**src/rtl/lmc1992_pkg.sv**
```systemverilog
// Shared command codes, setting limits, reset defaults and the 2 dB/step
// attenuation table for the LMC1992 replacement.
package lmc1992_pkg;

    typedef enum logic [2:0] {
        CMD_MIXER  = 3'b000,
        CMD_BASS   = 3'b001,
        CMD_TREBLE = 3'b010,
        CMD_MASTER = 3'b011,
        CMD_RIGHT  = 3'b100,
        CMD_LEFT   = 3'b101,
        CMD_RSVD6  = 3'b110,
        CMD_RSVD7  = 3'b111
    } cmd_e;

    localparam logic [1:0] MW_ADDR    = 2'b10;
    localparam logic [5:0] MASTER_MAX = 6'd40;
    localparam logic [4:0] LR_MAX     = 5'd20;
    localparam logic [3:0] TONE_MAX   = 4'd12;

    typedef struct packed {
        logic [1:0] mixer;
        logic [3:0] bass;
        logic [3:0] treble;
        logic [5:0] master;
        logic [4:0] left;
        logic [4:0] right;
    } settings_t;

    localparam settings_t SETTINGS_RST = '{
        mixer:  2'b01,
        bass:   4'd6,
        treble: 4'd6,
        master: MASTER_MAX,
        left:   LR_MAX,
        right:  LR_MAX
    };

    function automatic logic [5:0] clamp(input logic [5:0] v, input logic [5:0] lim);
        return (v > lim) ? lim : v;
    endfunction

    // round(32768 * 10^(-k/10)); steps beyond 48 round to zero.
    function automatic logic [15:0] GAIN_LUT(input logic [5:0] steps);
        logic [15:0] g;
        case (steps)
            6'd0:  g = 16'd32768;  6'd1:  g = 16'd26029;  6'd2:  g = 16'd20675;
            6'd3:  g = 16'd16423;  6'd4:  g = 16'd13045;  6'd5:  g = 16'd10362;
            6'd6:  g = 16'd8231;   6'd7:  g = 16'd6538;   6'd8:  g = 16'd5193;
            6'd9:  g = 16'd4125;   6'd10: g = 16'd3277;   6'd11: g = 16'd2603;
            6'd12: g = 16'd2068;   6'd13: g = 16'd1642;   6'd14: g = 16'd1305;
            6'd15: g = 16'd1036;   6'd16: g = 16'd823;    6'd17: g = 16'd654;
            6'd18: g = 16'd519;    6'd19: g = 16'd413;    6'd20: g = 16'd328;
            6'd21: g = 16'd260;    6'd22: g = 16'd207;    6'd23: g = 16'd164;
            6'd24: g = 16'd130;    6'd25: g = 16'd104;    6'd26: g = 16'd82;
            6'd27: g = 16'd65;     6'd28: g = 16'd52;     6'd29: g = 16'd41;
            6'd30: g = 16'd33;     6'd31: g = 16'd26;     6'd32: g = 16'd21;
            6'd33: g = 16'd16;     6'd34: g = 16'd13;     6'd35: g = 16'd10;
            6'd36: g = 16'd8;      6'd37: g = 16'd7;      6'd38: g = 16'd5;
            6'd39: g = 16'd4;      6'd40: g = 16'd3;      6'd41: g = 16'd3;
            6'd42: g = 16'd2;      6'd43: g = 16'd2;      6'd44: g = 16'd1;
            6'd45: g = 16'd1;      6'd46: g = 16'd1;      6'd47: g = 16'd1;
            6'd48: g = 16'd1;
            default: g = 16'd0;
        endcase
        return g;
    endfunction

endpackage

```
**src/rtl/lmc1992_if.sv**
```systemverilog
// Microwire link from the STE DMA sound block (master) to the LMC1992 receiver (slave).
interface lmc1992_if;
    logic mw_clk;
    logic mw_data;
    logic mw_en;

    modport master (output mw_clk, output mw_data, output mw_en);
    modport slave  (input  mw_clk, input  mw_data, input  mw_en);
endinterface

```
**src/rtl/lmc1992_microwire_rx.sv**
```systemverilog
// Microwire deserialiser: clock edge detect, MSB-first shift register and a
// saturating bit counter; flags a full-length frame when mw_en drops.
module microwire_rx #(
    parameter int MW_BITS = 11
) (
    input  logic               clk_8,
    input  logic               reset,
    lmc1992_if.slave           mw,
    output logic               frame_valid,
    output logic [MW_BITS-1:0] frame_word
);

    logic               mw_clk_d;
    logic               mw_en_d;
    logic [MW_BITS-1:0] sr;
    logic [3:0]         cnt;
    logic               rise;
    logic               frame_end;

    assign rise      = mw.mw_clk & ~mw_clk_d;
    assign frame_end = ~mw.mw_en & mw_en_d;

    // NOTE: sequential state uses non-blocking assignments so every flop samples pre-edge values.
    always_ff @(posedge clk_8) begin
        if (reset) begin
            mw_clk_d <= 1'b0;
            mw_en_d  <= 1'b0;
            sr       <= '0;
            cnt      <= '0;
        end else begin
            mw_clk_d <= mw.mw_clk;
            mw_en_d  <= mw.mw_en;
            if (frame_end) begin
                cnt <= '0;
            end else if (rise && mw.mw_en) begin
                sr <= {sr[MW_BITS-2:0], mw.mw_data};
                if (cnt != 4'hF) cnt <= cnt + 4'd1;
            end
        end
    end

    // Longer frames are accepted; sr then holds their last MW_BITS bits.
    assign frame_valid = frame_end && (cnt >= 4'(MW_BITS));
    assign frame_word  = sr;

endmodule

```
**src/rtl/lmc1992.sv**
```systemverilog
// LMC1992 replacement: microwire command decode, settings registers and the
// two-stage mix / attenuate audio pipeline feeding the sigma-delta DAC.
module lmc1992
    import lmc1992_pkg::*;
#(
    parameter int MW_BITS = 11,
    parameter int AW      = 15
) (
    input  logic                 clk_8,
    input  logic                 reset,
    lmc1992_if.slave             mw,
    input  logic signed [AW-1:0] ym_in_l,
    input  logic signed [AW-1:0] ym_in_r,
    input  logic signed [AW-1:0] ste_in_l,
    input  logic signed [AW-1:0] ste_in_r,
    output logic signed [AW-1:0] audio_out_l,
    output logic signed [AW-1:0] audio_out_r,
    output logic [3:0]           bass,
    output logic [3:0]           treble,
    output logic [1:0]           mixer,
    output logic                 cmd_strobe
);

    logic               frame_valid;
    logic [MW_BITS-1:0] frame_word;

    microwire_rx #(.MW_BITS(MW_BITS)) u_rx (
        .clk_8       (clk_8),
        .reset       (reset),
        .mw          (mw),
        .frame_valid (frame_valid),
        .frame_word  (frame_word)
    );

    logic [1:0] f_addr;
    cmd_e       f_cmd;
    logic [5:0] f_val;

    assign f_addr = frame_word[MW_BITS-1 -: 2];
    assign f_cmd  = cmd_e'(frame_word[MW_BITS-3 -: 3]);
    assign f_val  = frame_word[5:0];

    settings_t settings_q;
    settings_t settings_d;
    logic      strobe_d;

    // NOTE: every always_comb output gets a default first so no path can infer a latch.
    always_comb begin
        settings_d = settings_q;
        strobe_d   = 1'b0;
        if (frame_valid && (f_addr == MW_ADDR)) begin
            strobe_d = 1'b1;
            unique case (f_cmd)
                CMD_MIXER:  settings_d.mixer  = f_val[1:0];
                CMD_BASS:   settings_d.bass   = 4'(clamp(f_val, {2'b00, TONE_MAX}));
                CMD_TREBLE: settings_d.treble = 4'(clamp(f_val, {2'b00, TONE_MAX}));
                CMD_MASTER: settings_d.master = clamp(f_val, MASTER_MAX);
                CMD_RIGHT:  settings_d.right  = 5'(clamp(f_val, {1'b0, LR_MAX}));
                CMD_LEFT:   settings_d.left   = 5'(clamp(f_val, {1'b0, LR_MAX}));
                default:    strobe_d = 1'b0;
            endcase
        end
    end

    always_ff @(posedge clk_8) begin
        if (reset) begin
            settings_q <= SETTINGS_RST;
            cmd_strobe <= 1'b0;
        end else begin
            settings_q <= settings_d;
            cmd_strobe <= strobe_d;
        end
    end

    assign bass   = settings_q.bass;
    assign treble = settings_q.treble;
    assign mixer  = settings_q.mixer;

    // Total attenuation in 2 dB steps; 0..60 by construction of the clamps.
    logic [5:0]  steps_l;
    logic [5:0]  steps_r;
    logic [15:0] gain_l_q;
    logic [15:0] gain_r_q;

    assign steps_l = (MASTER_MAX - settings_q.master) + {1'b0, LR_MAX - settings_q.left};
    assign steps_r = (MASTER_MAX - settings_q.master) + {1'b0, LR_MAX - settings_q.right};

    always_ff @(posedge clk_8) begin
        if (reset) begin
            gain_l_q <= GAIN_LUT(6'd0);
            gain_r_q <= GAIN_LUT(6'd0);
        end else begin
            gain_l_q <= GAIN_LUT(steps_l);
            gain_r_q <= GAIN_LUT(steps_r);
        end
    end

    function automatic logic signed [AW-1:0] mix_sat(
        input logic [1:0]           sel,
        input logic signed [AW-1:0] ym,
        input logic signed [AW-1:0] ste
    );
        logic signed [AW:0] ym_x;
        logic signed [AW:0] ste_x;
        logic signed [AW:0] sum;
        ym_x  = ym;
        ste_x = ste;
        case (sel)
            2'b00:   sum = (ym_x >>> 2) + ste_x;
            2'b01:   sum = ym_x + ste_x;
            default: sum = ste_x;
        endcase
        // Overflow shows as the two top bits disagreeing; clamp toward the sign.
        if (sum[AW] != sum[AW-1])
            return {sum[AW], {(AW-1){~sum[AW]}}};
        return sum[AW-1:0];
    endfunction

    function automatic logic signed [AW-1:0] attenuate(
        input logic signed [AW-1:0] mix,
        input logic [15:0]          gain
    );
        logic signed [31:0] mix_x;
        logic signed [31:0] gain_x;
        logic signed [31:0] prod;
        mix_x  = mix;
        gain_x = {16'b0, gain};
        prod   = mix_x * gain_x;
        return AW'(prod >>> 15);
    endfunction

    logic signed [AW-1:0] mix_l_q;
    logic signed [AW-1:0] mix_r_q;

    always_ff @(posedge clk_8) begin
        if (reset) begin
            mix_l_q     <= '0;
            mix_r_q     <= '0;
            audio_out_l <= '0;
            audio_out_r <= '0;
        end else begin
            mix_l_q     <= mix_sat(settings_q.mixer, ym_in_l, ste_in_l);
            mix_r_q     <= mix_sat(settings_q.mixer, ym_in_r, ste_in_r);
            audio_out_l <= attenuate(mix_l_q, gain_l_q);
            audio_out_r <= attenuate(mix_r_q, gain_r_q);
        end
    end

endmodule

```
**src/flat_wrapper.sv**
```systemverilog
// flat-port wrapper written by rule: the top's interface ports become plain ports
module lmc1992_flat import lmc1992_pkg::*;
#(
    parameter int MW_BITS = 11,
    parameter int AW      = 15
)
  (clk_8, reset, ym_in_l, ym_in_r, ste_in_l, ste_in_r, audio_out_l, audio_out_r, bass, treble, mixer, cmd_strobe, mw_mw_clk, mw_mw_data, mw_mw_en);
  lmc1992_if mw_i ();
  input  logic clk_8;
  input  logic reset;
  input  logic signed [AW-1:0] ym_in_l;
  input  logic signed [AW-1:0] ym_in_r;
  input  logic signed [AW-1:0] ste_in_l;
  input  logic signed [AW-1:0] ste_in_r;
  output logic signed [AW-1:0] audio_out_l;
  output logic signed [AW-1:0] audio_out_r;
  output logic [3:0] bass;
  output logic [3:0] treble;
  output logic [1:0] mixer;
  output logic cmd_strobe;
  input wire logic [$bits(mw_i.mw_clk)-1:0] mw_mw_clk;
  input wire logic [$bits(mw_i.mw_data)-1:0] mw_mw_data;
  input wire logic [$bits(mw_i.mw_en)-1:0] mw_mw_en;
  assign mw_i.mw_clk = mw_mw_clk;
  assign mw_i.mw_data = mw_mw_data;
  assign mw_i.mw_en = mw_mw_en;
  lmc1992 #(.MW_BITS(MW_BITS), .AW(AW)) u_core (.clk_8(clk_8), .reset(reset), .mw(mw_i), .ym_in_l(ym_in_l), .ym_in_r(ym_in_r), .ste_in_l(ste_in_l), .ste_in_r(ste_in_r), .audio_out_l(audio_out_l), .audio_out_r(audio_out_r), .bass(bass), .treble(treble), .mixer(mixer), .cmd_strobe(cmd_strobe));
endmodule
```
**config.mk**
```make
export PLATFORM = sky130hd
export DESIGN_NAME = lmc1992_flat
export DESIGN_NICKNAME = d
export VERILOG_FILES = /design/src/rtl/lmc1992_pkg.sv /design/src/rtl/lmc1992_if.sv /design/src/rtl/lmc1992_microwire_rx.sv /design/src/rtl/lmc1992.sv /design/src/flat_wrapper.sv
export SDC_FILE = /design/constraint.sdc
export NUM_CORES = 2
export LEC_CHECK = 0
export ABC_AREA = 0
export CAP_MARGIN = 30
export CELL_PAD_IN_SITES_DETAIL_PLACEMENT = 1
export CELL_PAD_IN_SITES_GLOBAL_PLACEMENT = 1
export CORE_MARGIN = 5
export CORE_UTILIZATION = 52
export CTS_BUF_LIST = sky130_fd_sc_hd__clkbuf_4 sky130_fd_sc_hd__clkbuf_8 sky130_fd_sc_hd__clkbuf_16
export DETAILED_ROUTE_END_ITERATION = 16
export GPL_ROUTABILITY_DRIVEN = 0
export MAX_ROUTING_LAYER = met4
export PLACE_DENSITY_LB_ADDON = 0.2
export SYNTH_ARGS = -nofsm -noshare
export SYNTH_HDL_FRONTEND = slang
export SYNTH_HIERARCHICAL = 1
export SYNTH_SLANG_ARGS = --single-unit
```
**constraint.sdc**
```tcl
create_clock -name clk_8 -period 11.5 [get_ports clk_8]
set_input_delay 1.15 -clock clk_8 [delete_from_list [all_inputs] [get_ports clk_8]]
set_output_delay 1.15 -clock clk_8 [all_outputs]
set_load 0.02 [all_outputs]
```
==> tab_implementation.tex <==
\begin{tabular}{lr}
\hline
Metric & Value \\
\hline
\multicolumn{2}{l}{\textbf{Power and ir drop}} \\
Cell-internal power & 0.001086 W \\
Cell leakage power & 12.46 nW \\
Sw frac & 0.4036 \\
Net load switching power & 0.0007347 W \\
Portion of total power attributed to combinational logic & 0.344 \\
Cell Pwr Density & 71.26 nW/µm² \\
Worst VDD drop & 0.0001181 V \\
Portion of total power attributed to the clock network & 0.315 \\
Total design power & 0.001821 W \\
Reg power frac & 0.340 \\
\multicolumn{2}{l}{\textbf{Logic synthesis}} \\
Total number of yosys warnings & 6 \\
Top\_reg\_cell synth & dfxtp\_1 \\
Arithmetic-cell share of the synthesized area counting full adders, half adders and majority gates & 0.4466 \\
Multiplexer share of the synthesized area & 0.01663 \\
Synth async-reset ratio & 0 \\
Distinct cells, synth & 81 \\
Dominant combinational cell family by area after synthesis & adder cells \\
Average footprint of a synthesized cell & 8.472 µm² \\
EDFF count, synth & 0 \\
Syn Std Cell Area & 23540 µm² \\
Post-Synth Simple-Gate Area & 0.1862 \\
Seq/Total Area, Yosys & 0.1156 \\
Post-Syn Instances & 2779 \\
Compound-cell area share of the yosys netlist & 0.1095 \\
Area share of xor/xnor cells in the synthesized design & 0.03045 \\
Post-synth net total & 3466 \\
Number of register bits inferred by synthesis & 136 \\
\multicolumn{2}{l}{\textbf{Die}} \\
Die width & 222.8 µm \\
Total die area & 49630 µm² \\
Die Y & 222.8 µm \\
Core Rows & 78 \\
Initial Util & 0.5222 \\
Floorplan core area & 45090 µm² \\
IO Pins & 106 \\
\multicolumn{2}{l}{\textbf{Setup path}} \\
Critical path required time & 11820 ps \\
Kind of start point of the critical path & flip-flop \\
Critical path class & flip-flop to flip-flop \\
Worst Path Max Fanout & 16 \\
Critical path endpoint category & flip-flop \\
Arrival time worst endpoint & 7220 ps \\
\multicolumn{2}{l}{\textbf{Clock tree}} \\
Clock-pin slew reported for the worst setup and hold paths after clock tree synthesis & 80 ps \\
Number of gates given a new drive strength after cts & 0 \\
Post CTS Setup Buffer Count & 0 \\
Sinks on the clock net & 136 \\
Clock tree from TritonCTS & yes \\
Root buffer cell & clkbuf\_16 \\
Number of buffers inserted during clock tree synthesis & 17 \\
Maximum number of buffers from clock root to sink & 2 \\
Number of H-tree branching levels & 4 \\
Worst-skew pair later-pin latency & 470 ps \\
Hold buffer count at cts & 0 \\
\multicolumn{2}{l}{\textbf{Global route}} \\
Global-route wire length before repair & 117.1 mm \\
Number of antenna violations at the first check in global routing & 2 \\
Vias in the first global route & 21940 \\
Maximum number of pins on one net before global-route repair & 63 \\
Total track usage & 0.3026 \\
Congestion Overflow GR & 0 \\
\multicolumn{2}{l}{\textbf{STA}} \\
Post-route fraction of the period consumed by the critical path & 0.5994 \\
Max-Slew Margin vs Limit & 0.3152 \\
Shortest period the worst path allows & 6894 ps \\
Setup WS post-layout & 4606 ps \\
Unrepaired setup endpoints after global routing & no \\
Worst clock skew & 20.96 ps \\
Highest achievable clock rate & 0.1451 GHz \\
Final Hold Vio Count & 0 \\
Final-report setup violation count & 0 \\
Summed negative setup slack over all endpoints & 0 ps \\
Max-slew violation total from the final report & 0 \\
Transition at the pin with the smallest max-transition slack & 1027 ps \\
\multicolumn{2}{l}{\textbf{Cells and area}} \\
Top library cells by usage in the layout, fill and taps aside & inv\_1, nand2\_1, fa\_1 \\
Combined area of the multi-input logic cells & 18590 µm² \\
Combined flip-flop and latch cell area & 2724 µm² \\
Layout overhead on the synthesized area & 8.508\% \\
Layout Nets & 3481 \\
Leading cell type in the layout, fill and taps excluded & inv\_1 \\
Share of layout cells above drive strength 1 & 0.03171 \\
Post-layout utilization of the core & 0.5666 \\
Number of fillers in the final layout & 5413 \\
\multicolumn{2}{l}{\textbf{Detailed routing}} \\
ANT nets after route & 0 \\
DRC errors left & 0 \\
Total Wirelength & 72.55 mm \\
Detailed router's first-iteration violation count & 1249 \\
Average wire per cell in the routed design & 21.27 µm \\
TritonRoute pass-1 iters & 5 \\
Overall via count from detail\_route & 19680 \\
Avg Vias per Cell & 5.770 \\
\multicolumn{2}{l}{\textbf{Status}} \\
Run status & finished clean \\
\multicolumn{2}{l}{\textbf{Placed design}} \\
Dpl ws & 4712 ps \\
Placed wire-length estimate after detailed placement & 57.65 mm \\
Number of buffers inserted by port buffering & 105 \\
\multicolumn{2}{l}{\textbf{Min path}} \\
Type of the worst min-delay path & flip-flop to flip-flop \\
\multicolumn{2}{l}{\textbf{Flow run}} \\
Maximum Capacitance Violations & 0 \\
\hline
\end{tabular}
synth_stat cells, drive strengths merged, types with 10 or more instances:
master / number / share of area
inv: 456 / 0.073
nand2: 380 / 0.061
fa: 364 / 0.31
ha: 258 / 0.14
and2: 202 / 0.054
nor2: 155 / 0.025
a21oi: 143 / 0.030
dfxtp: 136 / 0.12
clkbuf: 105 / 0.017
o21ai: 68 / 0.015
xnor2: 50 / 0.019
nand3: 47 / 0.010
nor3: 32 / 0.0068
xor2: 31 / 0.012
a21o: 30 / 0.0096
nand2b: 28 / 0.0074
mux2: 25 / 0.012
a31oi: 21 / 0.0056
o211ai: 21 / 0.0067
buf: 20 / 0.0054
a211oi: 18 / 0.0057
o21a: 17 / 0.0054
a22oi: 14 / 0.0045
nor2b: 14 / 0.0037
or3: 13 / 0.0035
mux2i: 11 / 0.0047
nand4: 10 / 0.0027
power groups by stage:
| stage | Clock (W) | Sequential, W | Combinational, W |
|---|---|---|---|
| 5_1_grt | 0.000606 | 0.000623 | 0.000697 |
| 3_5_place_dp | 0 | 0.000623 | 0.000621 |
| 4_1_cts | 0.000586 | 0.000614 | 0.000630 |
| 6_report | 0.000574 | 0.000619 | 0.000627 |
| 2_1_floorplan | 0 | 0.000569 | 0.000413 |
| 3_3_place_gp | 0 | 0.000619 | 0.000589 |
stage by stage:
stage          hold WS (ps)  instance area, µm²  std cells
2_1_floorplan         445.3               23540       2779
3_3_place_gp          453.6               24930       3372
3_5_place_dp          465.6               24960       3375
4_1_cts               475.2               25540       3407
5_1_grt               499.4               25540       3409
6_report              477.3               25550       3410
registers in the layout, indices dropped and copies added, names as in the netlist, 11 cells and up:
signal and flops:
u_core/audio_out_l 15, u_core/audio_out_r 15, u_core/gain_l_q 16, u_core/gain_r_q 16, u_core/mix_l_q 15, u_core/mix_r_q 15
u_core/settings_q 16, u_core/u_rx/frame_word 11
path summary, 6_finish.rpt:
| check | start | slack [ps] | endpoint | cells past startpoint |
|---|---|---|---|---|
| max | u_core/mix_r_q[2]$_SDFF_PP0_ | 4610 | u_core/audio_out_r[13]$_SDFF_PP0_ | 19 |
| min | u_core/u_rx/frame_word[10]$_SDFFE_PP0P_ | 480 | u_core/u_rx/frame_word[10]$_SDFFE_PP0P_ | 2 |
| max reg2reg | u_core/mix_r_q[2]$_SDFF_PP0_ | 4610 | u_core/audio_out_r[13]$_SDFF_PP0_ | 19 |
| min reg2reg | u_core/u_rx/frame_word[10]$_SDFFE_PP0P_ | 480 | u_core/u_rx/frame_word[10]$_SDFFE_PP0P_ | 2 |
routing by layer:
metal	vias to the layer above	GRT usage	wire length (µm)	share of wire
met5	-	-	0	0
met3	139	0.05364	4220	0.058
met4	0	0.09901	2216	0.031
met2	630	0.5124	36400	0.50
li1	8882	-	-	-
met1	10030	0.3689	29700	0.41
worst max-delay path, stage by stage, from the launching register on:
cell     delay (ps)
dfxtp_1         770
nand2_1         170
fa_1            490
fa_1            560
inv_1            70
fa_1            530
inv_1            70
fa_1            550
inv_1            60
fa_1            490
fa_1            440
ha_1            310
a22oi_1         160
nand2_1         100
a31oi_1         500
o21ai_1         240
o31ai_1         750
o21ai_0         250
xnor2_1         180
nor2_1           70
logic make-up (layout without fill, tap and decap cells):
group / Yosys count / count (layout)
other cells: 0 / 3
buf+inv: 582 / 610
mux: 36 / 36
xor+xnor: 81 / 81
flops: 136 / 136
fa+ha+maj: 622 / 622
simple gates: 921 / 921
compound gates: 401 / 401
cell type report:
cell class                      instances  area share
Inverter                              457     0.06715
Multi-Input combinational cell       2061      0.7278
Tap cell                              600     0.02939
Sequential cell                       136      0.1066
Clock buffer                           18     0.01695
Clock inverter                         14    0.005926
Timing Repair Buffer                  121     0.04584
Antenna cell                            3   0.0002939
Power figures use the tool's default switching activity.
